==> config.mk <==
export PLATFORM = sky130hd
export DESIGN_NAME = picorv_mem_sequencer
export DESIGN_NICKNAME = d
export VERILOG_FILES = /design/src/rtl/picorv_mem_sequencer.sv
export SDC_FILE = /design/constraint.sdc
export NUM_CORES = 1
export LEC_CHECK = 0
export CAP_MARGIN = 20
export CELL_PAD_IN_SITES_DETAIL_PLACEMENT = 1
export CELL_PAD_IN_SITES_GLOBAL_PLACEMENT = 2
export CORE_MARGIN = 5
export CORE_UTILIZATION = 28
export DETAILED_ROUTE_END_ITERATION = 7
export GPL_ROUTABILITY_DRIVEN = 0
export PLACE_DENSITY_LB_ADDON = 0.1
export SLEW_MARGIN = 20
export SYNTH_ARGS = -nofsm -noshare
export SYNTH_HDL_FRONTEND = slang
export SYNTH_SLANG_ARGS = --single-unit
==> constraint.sdc <==
create_clock -name clk_i -period 2.5 [get_ports clk_i]
set_input_delay 0.375 -clock clk_i [delete_from_list [all_inputs] [get_ports clk_i]]
set_output_delay 0.375 -clock clk_i [all_outputs]
set_load 0.01 [all_outputs]
==> src/rtl/picorv_mem_sequencer.sv <==
// Sequences picorv32 native memory requests onto the HPDcache core port or the uart_ram MMIO window,
// draining the HPDcache write buffer on an ebreak fetch. Optional watchdog: define PMS_TIMEOUT_EN.
module picorv_mem_sequencer #(
  parameter logic [31:0] PhysMemLimit = 32'h0002_0000,
  parameter logic [31:0] MmioBase     = 32'h1000_0000,
  parameter logic [31:0] MmioMask     = 32'hF000_0000,
  parameter logic [31:0] EbreakInstr  = 32'h0010_0073
`ifdef PMS_TIMEOUT_EN
  , parameter int unsigned TimeoutCycles = 1024
`endif
) (
  input  logic        clk_i,
  input  logic        rst_ni,
  input  logic        cpu_valid_i,
  input  logic        cpu_instr_i,
  input  logic [31:0] cpu_addr_i,
  input  logic [31:0] cpu_wdata_i,
  input  logic [3:0]  cpu_wstrb_i,
  output logic        cpu_ready_o,
  output logic [31:0] cpu_rdata_o,
  output logic        cache_req_valid_o,
  input  logic        cache_req_ready_i,
  output logic [31:0] cache_req_addr_o,
  output logic [31:0] cache_req_wdata_o,
  output logic [3:0]  cache_req_be_o,
  output logic        cache_req_store_o,
  output logic        cache_req_unc_o,
  input  logic        cache_rsp_valid_i,
  input  logic [31:0] cache_rsp_rdata_i,
  output logic        mmio_valid_o,
  input  logic        mmio_ready_i,
  input  logic [31:0] mmio_rdata_i,
  output logic        wbuf_flush_o,
  input  logic        wbuf_empty_i,
  output logic        busy_o,
  output logic        err_o
);

  typedef enum logic [2:0] {
    ST_IDLE    = 3'd0,
    ST_REQ_C   = 3'd1,
    ST_REQ_M   = 3'd2,
    ST_WAIT_C  = 3'd3,
    ST_FLUSH_P = 3'd4,
    ST_FLUSH_W = 3'd5,
    ST_DONE    = 3'd6
  } state_t;

  state_t      state_r;
  logic        instr_r;
  logic [31:0] data_r;
  logic        mmio_hit_s;
  logic        rsp_take_s;
  logic        rsp_ebreak_s;
  logic        progress_s;
  logic        timeout_s;

  // Request decode and "the current wait state is about to advance" detection
  always_comb begin
    mmio_hit_s   = ((cpu_addr_i & MmioMask) == MmioBase);
    rsp_ebreak_s = instr_r && (cache_rsp_rdata_i == EbreakInstr);
    // A response in the accept cycle counts as the response; anywhere outside REQ_C/WAIT_C it is dropped
    rsp_take_s   = ((state_r == ST_REQ_C) && cache_req_ready_i && cache_rsp_valid_i) ||
                   ((state_r == ST_WAIT_C) && cache_rsp_valid_i);
    case (state_r)
      ST_REQ_C:   progress_s = cache_req_ready_i;
      ST_WAIT_C:  progress_s = cache_rsp_valid_i;
      ST_REQ_M:   progress_s = mmio_ready_i;
      ST_FLUSH_W: progress_s = wbuf_empty_i;
      default:    progress_s = 1'b0;
    endcase
  end

`ifdef PMS_TIMEOUT_EN
  localparam int unsigned CntW = (TimeoutCycles > 2) ? $clog2(TimeoutCycles) : 1;

  logic [CntW-1:0] cnt_r;
  logic            counting_s;

  // Watchdog expiry: last counting cycle reached without progress being made
  always_comb begin
    counting_s = (state_r == ST_REQ_C) || (state_r == ST_WAIT_C) ||
                 (state_r == ST_REQ_M) || (state_r == ST_FLUSH_W);
    timeout_s  = counting_s && (cnt_r == CntW'(TimeoutCycles - 32'd1));
  end

  // Watchdog counter, restarted whenever the sequencer is idle
  always_ff @(posedge clk_i or negedge rst_ni) begin
    if (!rst_ni) begin
      cnt_r <= {CntW{1'b0}};
    end else if (state_r == ST_IDLE) begin
      cnt_r <= {CntW{1'b0}};
    end else if (counting_s && !timeout_s) begin
      cnt_r <= cnt_r + {{(CntW-1){1'b0}}, 1'b1};
    end else begin
      cnt_r <= cnt_r;
    end
  end
`else
  assign timeout_s = 1'b0;
  assign err_o     = 1'b0;
`endif

  // Transaction FSM with all outputs registered
  always_ff @(posedge clk_i or negedge rst_ni) begin
    if (!rst_ni) begin
      state_r           <= ST_IDLE;
      instr_r           <= 1'b0;
      data_r            <= 32'h0000_0000;
      cpu_ready_o       <= 1'b0;
      cpu_rdata_o       <= 32'h0000_0000;
      cache_req_valid_o <= 1'b0;
      cache_req_addr_o  <= 32'h0000_0000;
      cache_req_wdata_o <= 32'h0000_0000;
      cache_req_be_o    <= 4'h0;
      cache_req_store_o <= 1'b0;
      cache_req_unc_o   <= 1'b0;
      mmio_valid_o      <= 1'b0;
      wbuf_flush_o      <= 1'b0;
      busy_o            <= 1'b0;
`ifdef PMS_TIMEOUT_EN
      err_o             <= 1'b0;
`endif
    end else begin
      cpu_ready_o  <= 1'b0;
      cpu_rdata_o  <= 32'h0000_0000;
      wbuf_flush_o <= 1'b0;
      if (timeout_s && !progress_s) begin
        state_r           <= ST_DONE;
        cache_req_valid_o <= 1'b0;
        mmio_valid_o      <= 1'b0;
        cpu_ready_o       <= 1'b1;
        cpu_rdata_o       <= 32'hDEAD_BEEF;
`ifdef PMS_TIMEOUT_EN
        err_o             <= 1'b1;
`endif
      end else if (rsp_take_s) begin
        cache_req_valid_o <= 1'b0;
        data_r            <= cache_rsp_rdata_i;
        if (rsp_ebreak_s) begin
          state_r      <= ST_FLUSH_P;
          wbuf_flush_o <= 1'b1;
        end else begin
          state_r     <= ST_DONE;
          cpu_ready_o <= 1'b1;
          cpu_rdata_o <= cache_req_store_o ? 32'h0000_0000 : cache_rsp_rdata_i;
        end
      end else begin
        case (state_r)
          ST_IDLE: begin
            if (cpu_valid_i) begin
              instr_r           <= cpu_instr_i;
              cache_req_addr_o  <= cpu_addr_i;
              cache_req_wdata_o <= cpu_wdata_i;
              cache_req_be_o    <= cpu_wstrb_i;
              cache_req_store_o <= |cpu_wstrb_i;
              cache_req_unc_o   <= (cpu_addr_i >= PhysMemLimit);
              busy_o            <= 1'b1;
              if (mmio_hit_s) begin
                state_r      <= ST_REQ_M;
                mmio_valid_o <= 1'b1;
              end else begin
                state_r           <= ST_REQ_C;
                cache_req_valid_o <= 1'b1;
              end
            end
          end
          ST_REQ_C: begin
            if (cache_req_ready_i) begin
              cache_req_valid_o <= 1'b0;
              state_r           <= ST_WAIT_C;
            end
          end
          ST_WAIT_C: begin
            state_r <= ST_WAIT_C;
          end
          ST_REQ_M: begin
            if (mmio_ready_i) begin
              mmio_valid_o <= 1'b0;
              data_r       <= mmio_rdata_i;
              state_r      <= ST_DONE;
              cpu_ready_o  <= 1'b1;
              cpu_rdata_o  <= cache_req_store_o ? 32'h0000_0000 : mmio_rdata_i;
            end
          end
          ST_FLUSH_P: begin
            state_r <= ST_FLUSH_W;
          end
          ST_FLUSH_W: begin
            if (wbuf_empty_i) begin
              state_r     <= ST_DONE;
              cpu_ready_o <= 1'b1;
              cpu_rdata_o <= cache_req_store_o ? 32'h0000_0000 : data_r;
            end
          end
          ST_DONE: begin
            state_r <= ST_IDLE;
            busy_o  <= 1'b0;
          end
          default: begin
            state_r           <= ST_IDLE;
            cache_req_valid_o <= 1'b0;
            mmio_valid_o      <= 1'b0;
            busy_o            <= 1'b0;
          end
        endcase
      end
    end
  end

endmodule
==> results.txt, run 1 <==
Post-CTS Setup Bufs: 0
Worst Setup EP: cpu_rdata_o[0]$_DFF_PN0_
Hold Vio Cnt, Final: 0
Reg2Reg Depth: 4
Clk pin slew, worst setup/hold paths: 0.06 ns
Pwr Density: 1094 mW/mm^2
min-delay worst type: in -> async
top cells by area, synth: dfrtp_1 56%, mux2_4 16%, mux2i_1 5.2%
Die ar.: 0.02577 sq mm
die width: 160.5 um
WS Path Type: in -> reg
H-tree levels: 4
largest net degree at the start of global routing: 71
Initial Utilization: 28.20%
Crit-path slowest cell: clkdlybuf4s50_1
worst path cell trace: clkdlybuf4s50_1 -> nor4b_1 -> nand4_1 -> o311ai_0 -> a21oi_1
R2R Path Start: state_r[0]$_DFFE_PN0P_
CTS Root Cell: clkbuf_16
Power, Total: 10.62 mW
Setup TNS: 0 ns
DRC: 0
Critical Path Source Type: input port
Async SR Flop Fraction: 100.0%
unrepaired setup endpoints after global routing: no
highest ir drop seen on vdd: 505.5 uV
Max Freq: 0.4745 GHz
Synth warnings: 0
final core occ: 43.15%
ys flop type: dfrtp_1
syn nets: 616
CTS Buf Count: 17
Wirelength per Cell: 20.60 um
Yosys top cell area share: 56.39%
port bufs: 246
TritonCTS clock tree: done
Least-Margin Pin Slew: 0.5255 ns
Vias/cell: 4.790
filler cell count: 2332
final setup vio count: 0
initial antenna violation count: 1
total track usage: 16.40%
floorplan row count: 55
die height: 160.5 um
LEAKAGE: 3.872 nW
Worst path max stage delay: 0.54 ns
crit path DAT: 2.39 ns
vias in the first global route: 5579
core area: 0.02250 sq mm
Post-synth EDFFs: 0
post-synthesis sequential area ratio: 56.39%
FF+latch count, synth: 143
num ports: 248
Vias: 4900
drt total wl: 21.08 mm
post-synth cell types: 37
Slew headroom: 64.64%
register area: 0.003578 sq mm
Clock Skew: 0.008418 ns
antenna viol nets, final: 0
Worst Path Max Fanout: 8
final worst-path cycle share: 84.31%
status: finished clean
layout cell share with drive strength beyond 1: 17.10%
area delta synth->final: 53.02%
multi-input logic area: 0.002512 sq mm
clk sinks: 143
reg2reg end: cache_req_addr_o[28]$_DFFE_PN0P_
Final nets: 864
Max Root-Sink Buffers: 2
Final min period: 2.108 ns
fin. max-slew vios: 0
Remaining Overflow, GRT: 0
Clock Latency Late Sink: 0.42 ns
HPWL Detailed: 15.13 mm
most common cell after layout, fill and taps aside: clkdlybuf4s50_1
Cells after Synth: 476
Finished Layout Cells: 1023
placed cells: 989
Worst Setup End Kind: flip-flop
cell taking the most area after synthesis: dfrtp_1
R2R Setup Slk: 0.60 ns
Syn Area/Cell: 13.33 sq um
Cell Area, Synth: 0.006346 sq mm
initial drt markers: 194
CP Launch Point: cache_rsp_rdata_i[20]
first-pass GRT wire length: 33.04 mm
most frequent cells in the layout: 245 x clkdlybuf4s50_1, 143 x dfrtp_1, 66 x mux2_4
Critical Path RT: 2.78 ns
MaxCap Viol Count: 0
first drt pass iteration count: 4
-- area by class of cell --
type | count | area share (%)
clock inverter | 15 | 1.546
inverter | 1 | 0.03865
multi-input combinational | 298 | 25.87
timing repair buffer | 263 | 27.61
clock buffer | 17 | 4.381
sequential | 143 | 36.85
tap | 285 | 3.672
antenna | 1 | 0.02577
-- through the flow --
stage / cell area [sq um] / hold slack (ns) / setup slack (ns)
detailed placement: 9123 / 0.3854 / -0.04392
floorplan: 6346 / 0.07941 / 0.7183
CTS: 9708 / 0.5012 / 0.4024
global placement: 9123 / 0.3832 / 0.01218
finish: 9711 / 0.4872 / 0.3923
global route: 9711 / 0.5249 / 0.1526
-- cell families after synthesis --
logic type,after synthesis,synth area share (%)
DFF,143,56.39
AOI/OAI and AO/OA,116,11.12
muxes,103,21.53
and+or+nand+nor,78,6.585
buffers and inverters,35,4.318
other,1,0.05909
-- sequential cells by signal, indices dropped and copies added (netlist names) --
name               flops
busy_o                 1
cache_req_addr_o      32
cache_req_be_o         4
cache_req_store_o      1
cache_req_unc_o        1
cache_req_valid_o      1
cache_req_wdata_o     32
cpu_rdata_o           32
cpu_ready_o            1
data_r                32
instr_r                1
mmio_valid_o           1
state_r                3
wbuf_flush_o           1
-- worst max-delay path: cells and delay by family --
kind	cells	cell delay, ns
AND/OR/NAND/NOR	2	0.87
AO/OA/AOI/OAI	2	0.60
buffers and inverters	1	0.54
-- how the worst min path moves through the flow --
stage / startpoint / endpoint / slack [ns] / depth (start not counted)
after floorplan: rst_ni / busy_o$_DFFE_PN0P_ / 0.08 / 0
after global placement: rst_ni / data_r[18]$_DFFE_PN0P_ / 0.38 / 1
after detailed placement: rst_ni / cpu_rdata_o[13]$_DFF_PN0_ / 0.39 / 1
after CTS: rst_ni / cpu_rdata_o[13]$_DFF_PN0_ / 0.50 / 2
after global routing: cache_req_wdata_o[27]$_DFFE_PN0P_ / cache_req_wdata_o[27]$_DFFE_PN0P_ / 0.52 / 1
final: rst_ni / cpu_rdata_o[13]$_DFF_PN0_ / 0.49 / 2
-- synthesized netlist by cell type (2+ instances only) --
library cell,count
mux2i_1,33
mux2_2,4
buf_12,7
nor3_2,2
o21ai_0,36
clkbuf_1,13
nor3_1,3
nor2_1,11
nor4b_1,2
nand2_1,37
nand4_1,2
a22oi_1,33
nor4_1,8
a21oi_1,37
buf_4,2
dfrtp_1,143
buf_2,11
or3_1,2
mux2_4,66
nor3b_1,2
o311ai_0,6
-- what timing repair did --
| action | in CTS | in global routing |
|---|---|---|
| hold buffers | 1 | 0 |
| hold endpoints to repair | 49 | 0 |
| endpoints found under the setup margin | 0 | 0 |
| gates resized for setup | 0 | 0 |
-- layer usage --
| metal | global-route usage, % | vias to the layer above | routed length, um |
|---|---|---|---|
| met5 | 0 | - | 0 |
| met3 | 4.491 | 26 | 1195 |
| met1 | 19.97 | 2499 | 8738 |
| met4 | 6.336 | 0 | 529 |
| li1 | - | 2223 | - |
| met2 | 27.71 | 152 | 10610 |
-- power breakdown --
part / internal, mW / switching, mW
registers: 3.23 / 0.548
logic: 2.58 / 1.73
clock network: 1.40 / 1.13
(Power assumes the default switching activity.)
==> inputs of run 2 (changes only) <==
clock period = 2.1 ns   (was 2.5 ns; I/O delays follow)
==> run 2 against run 1 <==
Compared with the run above: non-clock buffer count up 13; sequential cell count unchanged; register-to-register slack worse by 0.28 ns; worst setup slack worse by 0.26 ns; critical path type unchanged.
==> results.txt, run 2 (synthesized netlist as in run 1, its figures left out) <==
status: finished clean
Power, Total: 12.91 mW (+22%)
cell mode on critical path: buf_4
post-layout instance area: 0.009874 sq mm (+1.7%)
die width: 160.5 um (unchanged)
Wirelength per Cell: 20.36 um (-1.2%)
drt total wl: 21.07 mm (about the same)
worst path cell trace: clkdlybuf4s50_1 -> nor4_1 -> buf_4 -> nand4_1 -> buf_4 -> o311ai_0 -> a21oi_1
Critical Path Source Type: input port
Post-CTS Setup Bufs: 0 (unchanged)
critical path depth in cells: 7 (+2)
filler cell count: 2346 (+0.60%)
port bufs: 246 (unchanged)
Least-Margin Pin Slew: 0.5006 ns (-0.02495 ns)
num ports: 248 (unchanged)
first-pass GRT wire length: 32.69 mm (-1.1%)
CP delay by family, top: buffers and inverters
Max Freq: 0.5086 GHz
highest ir drop seen on vdd: 664.8 uV (+32%)
LEAKAGE: 3.969 nW (+2.5%)
Worst path max stage delay: 0.49 ns (-0.05 ns)
Critical Path RT: 2.37 ns (-0.41 ns)
layout cell share with drive strength beyond 1: 18.29% (+1.2 points)
Pwr Density: 1308 mW/mm^2 (+20%)
final worst-path cycle share: 93.63%
initial drt markers: 132 (-32%)
Pint: 8.948 mW (+24%)
unrepaired setup endpoints after global routing: no
Initial Utilization: 28.20% (unchanged)
initial antenna violation count: 1 (unchanged)
Clock Skew: 0.01225 ns (+0.003834 ns)
placed cells: 1002 (+1.3%)
clk sinks: 143 (unchanged)
final core occ: 43.88% (+0.73 points)
Final nets: 877 (+1.5%)
Clk pin slew, worst setup/hold paths: 0.07 ns (about the same)
first drt pass iteration count: 4 (unchanged)
fin. max-slew vios: 0 (unchanged)
Post-CTS Resized: 0 (unchanged)
Hold-fix buffers, CTS: 1 (unchanged)
total track usage: 16.11% (-0.30 points)
Slew headroom: 66.32% (+1.7 points)
switching portion of total power: 30.70% (-1.4 points)
Die ar.: 0.02577 sq mm (unchanged)
vias in the first global route: 5634 (+0.99%)
most common cell after layout, fill and taps aside: clkdlybuf4s50_1
CP Launch Point: cache_rsp_rdata_i[24]
min-delay worst type: in -> async
antenna viol nets, final: 0 (unchanged)
CTS Root Cell: clkbuf_16
reg2reg end: cpu_rdata_o[0]$_DFF_PN0_
Final min period: 1.966 ns
Reg power frac: 34.6% (-1.0 points)
final setup vio count: 0 (unchanged)
Worst Setup End Kind: flip-flop
Combinational Power Share: 40.5% (about the same)
HPWL Detailed: 15.41 mm (+1.8%)
Vias/cell: 4.773 (-0.35%)
MaxCap Viol Count: 0 (unchanged)
clock power share: 24.9% (+1.1 points)
Crit-path slowest cell: nor4_1
floorplan row count: 55 (unchanged)
Worst Setup EP: cpu_rdata_o[0]$_DFF_PN0_
dpl cell area: 0.009245 sq mm (+1.3%)
Max Root-Sink Buffers: 2 (unchanged)
crit path DAT: 2.23 ns (-0.16 ns)
die height: 160.5 um (unchanged)
H-tree levels: 4 (unchanged)
Critical path buffers and inverters: 3 (+2)
Reg2Reg Depth: 6 (+2)
DRC: 0 (unchanged)
largest net degree at the start of global routing: 71 (unchanged)
Remaining Overflow, GRT: 0 (unchanged)
R2R Setup Slk: 0.32 ns (-0.28 ns)
Vias: 4940 (+0.82%)
Finished Layout Cells: 1035 (+1.2%)
Worst Path Max Fanout: 8 (unchanged)
Hold Vio Cnt, Final: 0 (unchanged)
Clock Latency Late Sink: 0.41 ns (about the same)
core area: 0.02250 sq mm (unchanged)
most frequent cells in the layout: 245 x clkdlybuf4s50_1, 143 x dfrtp_1, 66 x mux2_4
R2R Path Start: instr_r$_DFFE_PN0P_
WS Path Type: in -> reg
CTS Buf Count: 17 (unchanged)
TritonCTS clock tree: done
area delta synth->final: 55.60%
switching power: 3.964 mW (+16%)
run 2: cell types whose count changed in the layout (fill, tap and decap cells not counted):
| cell | previous run | this run |
|---|---|---|
| buf_12 | 7 | 9 |
| buf_4 | 9 | 20 |
| bufinv_16 | 1 | 4 |
| clkbuf_1 | 0 | 1 |
| clkinv_2 | 1 | 3 |
| clkinv_4 | 3 | 2 |
| clkinvlp_4 | 3 | 2 |
| inv_6 | 5 | 1 |
| inv_8 | 2 | 1 |
run 2: routing by layer:
metal  vias to the layer above  wire length (um)  GRT usage [%]
met5                         -                 0              0
met4                         0               495          5.632
met3                        21              1008          4.260
met2                       141             10650          27.59
met1                      2528              8911          19.62
li1                       2250                 -              -
run 2: power groups by stage:
stage          logic, mW  clock network (mW)  registers (mW)
2_1_floorplan       2.43                   0            4.74
3_3_place_gp        5.18                   0            4.45
3_5_place_dp        5.32                   0            4.49
4_1_cts             5.33                3.32            4.48
5_1_grt             5.56                3.45            4.60
6_report            5.22                3.22            4.47
run 2: stage by stage:
step                hold WS (ns)  TNS, ns  setup WS, ns
floorplan                0.01941        0        0.3183
global placement          0.3030   -2.268       -0.3014
detailed placement        0.3058   -3.134       -0.2973
CTS                       0.4288        0        0.1188
global route              0.4376        0       0.02536
finish                    0.4037        0        0.1337
run 2: worst reg2reg max path: stages (launching register included):
cell      delay, ns
dfrtp_1        0.38
nor4b_1        0.32
buf_4          0.18
nand4_1        0.06
buf_4          0.18
o311ai_0       0.39
a21oi_1        0.13
run 2: area by class of cell:
| class | count | area, sq um | share of cell area, % |
|---|---|---|---|
| diodes | 1 | 2.502 | 0.02534 |
| clock buffers | 18 | 429.2 | 4.346 |
| clock inverters | 13 | 187.7 | 1.901 |
| inverters | 1 | 3.754 | 0.03801 |
| multi-input cells | 298 | 2512 | 25.44 |
| flip-flops and latches | 143 | 3578 | 36.24 |
| well taps | 285 | 356.6 | 3.611 |
| repair buffers | 276 | 2804 | 28.40 |
run 2: how the worst min path moves through the flow:
stage                                            to   start  depth (start not counted)  slack [ns]
after floorplan                  busy_o$_DFFE_PN0P_  rst_ni                          0        0.02
after global placement    cpu_rdata_o[18]$_DFF_PN0_  rst_ni                          1        0.30
after detailed placement  cpu_rdata_o[18]$_DFF_PN0_  rst_ni                          1        0.31
after CTS                 cpu_rdata_o[18]$_DFF_PN0_  rst_ni                          2        0.43
after global routing      cpu_rdata_o[18]$_DFF_PN0_  rst_ni                          2        0.44
final                     cpu_rdata_o[18]$_DFF_PN0_  rst_ni                          2        0.40
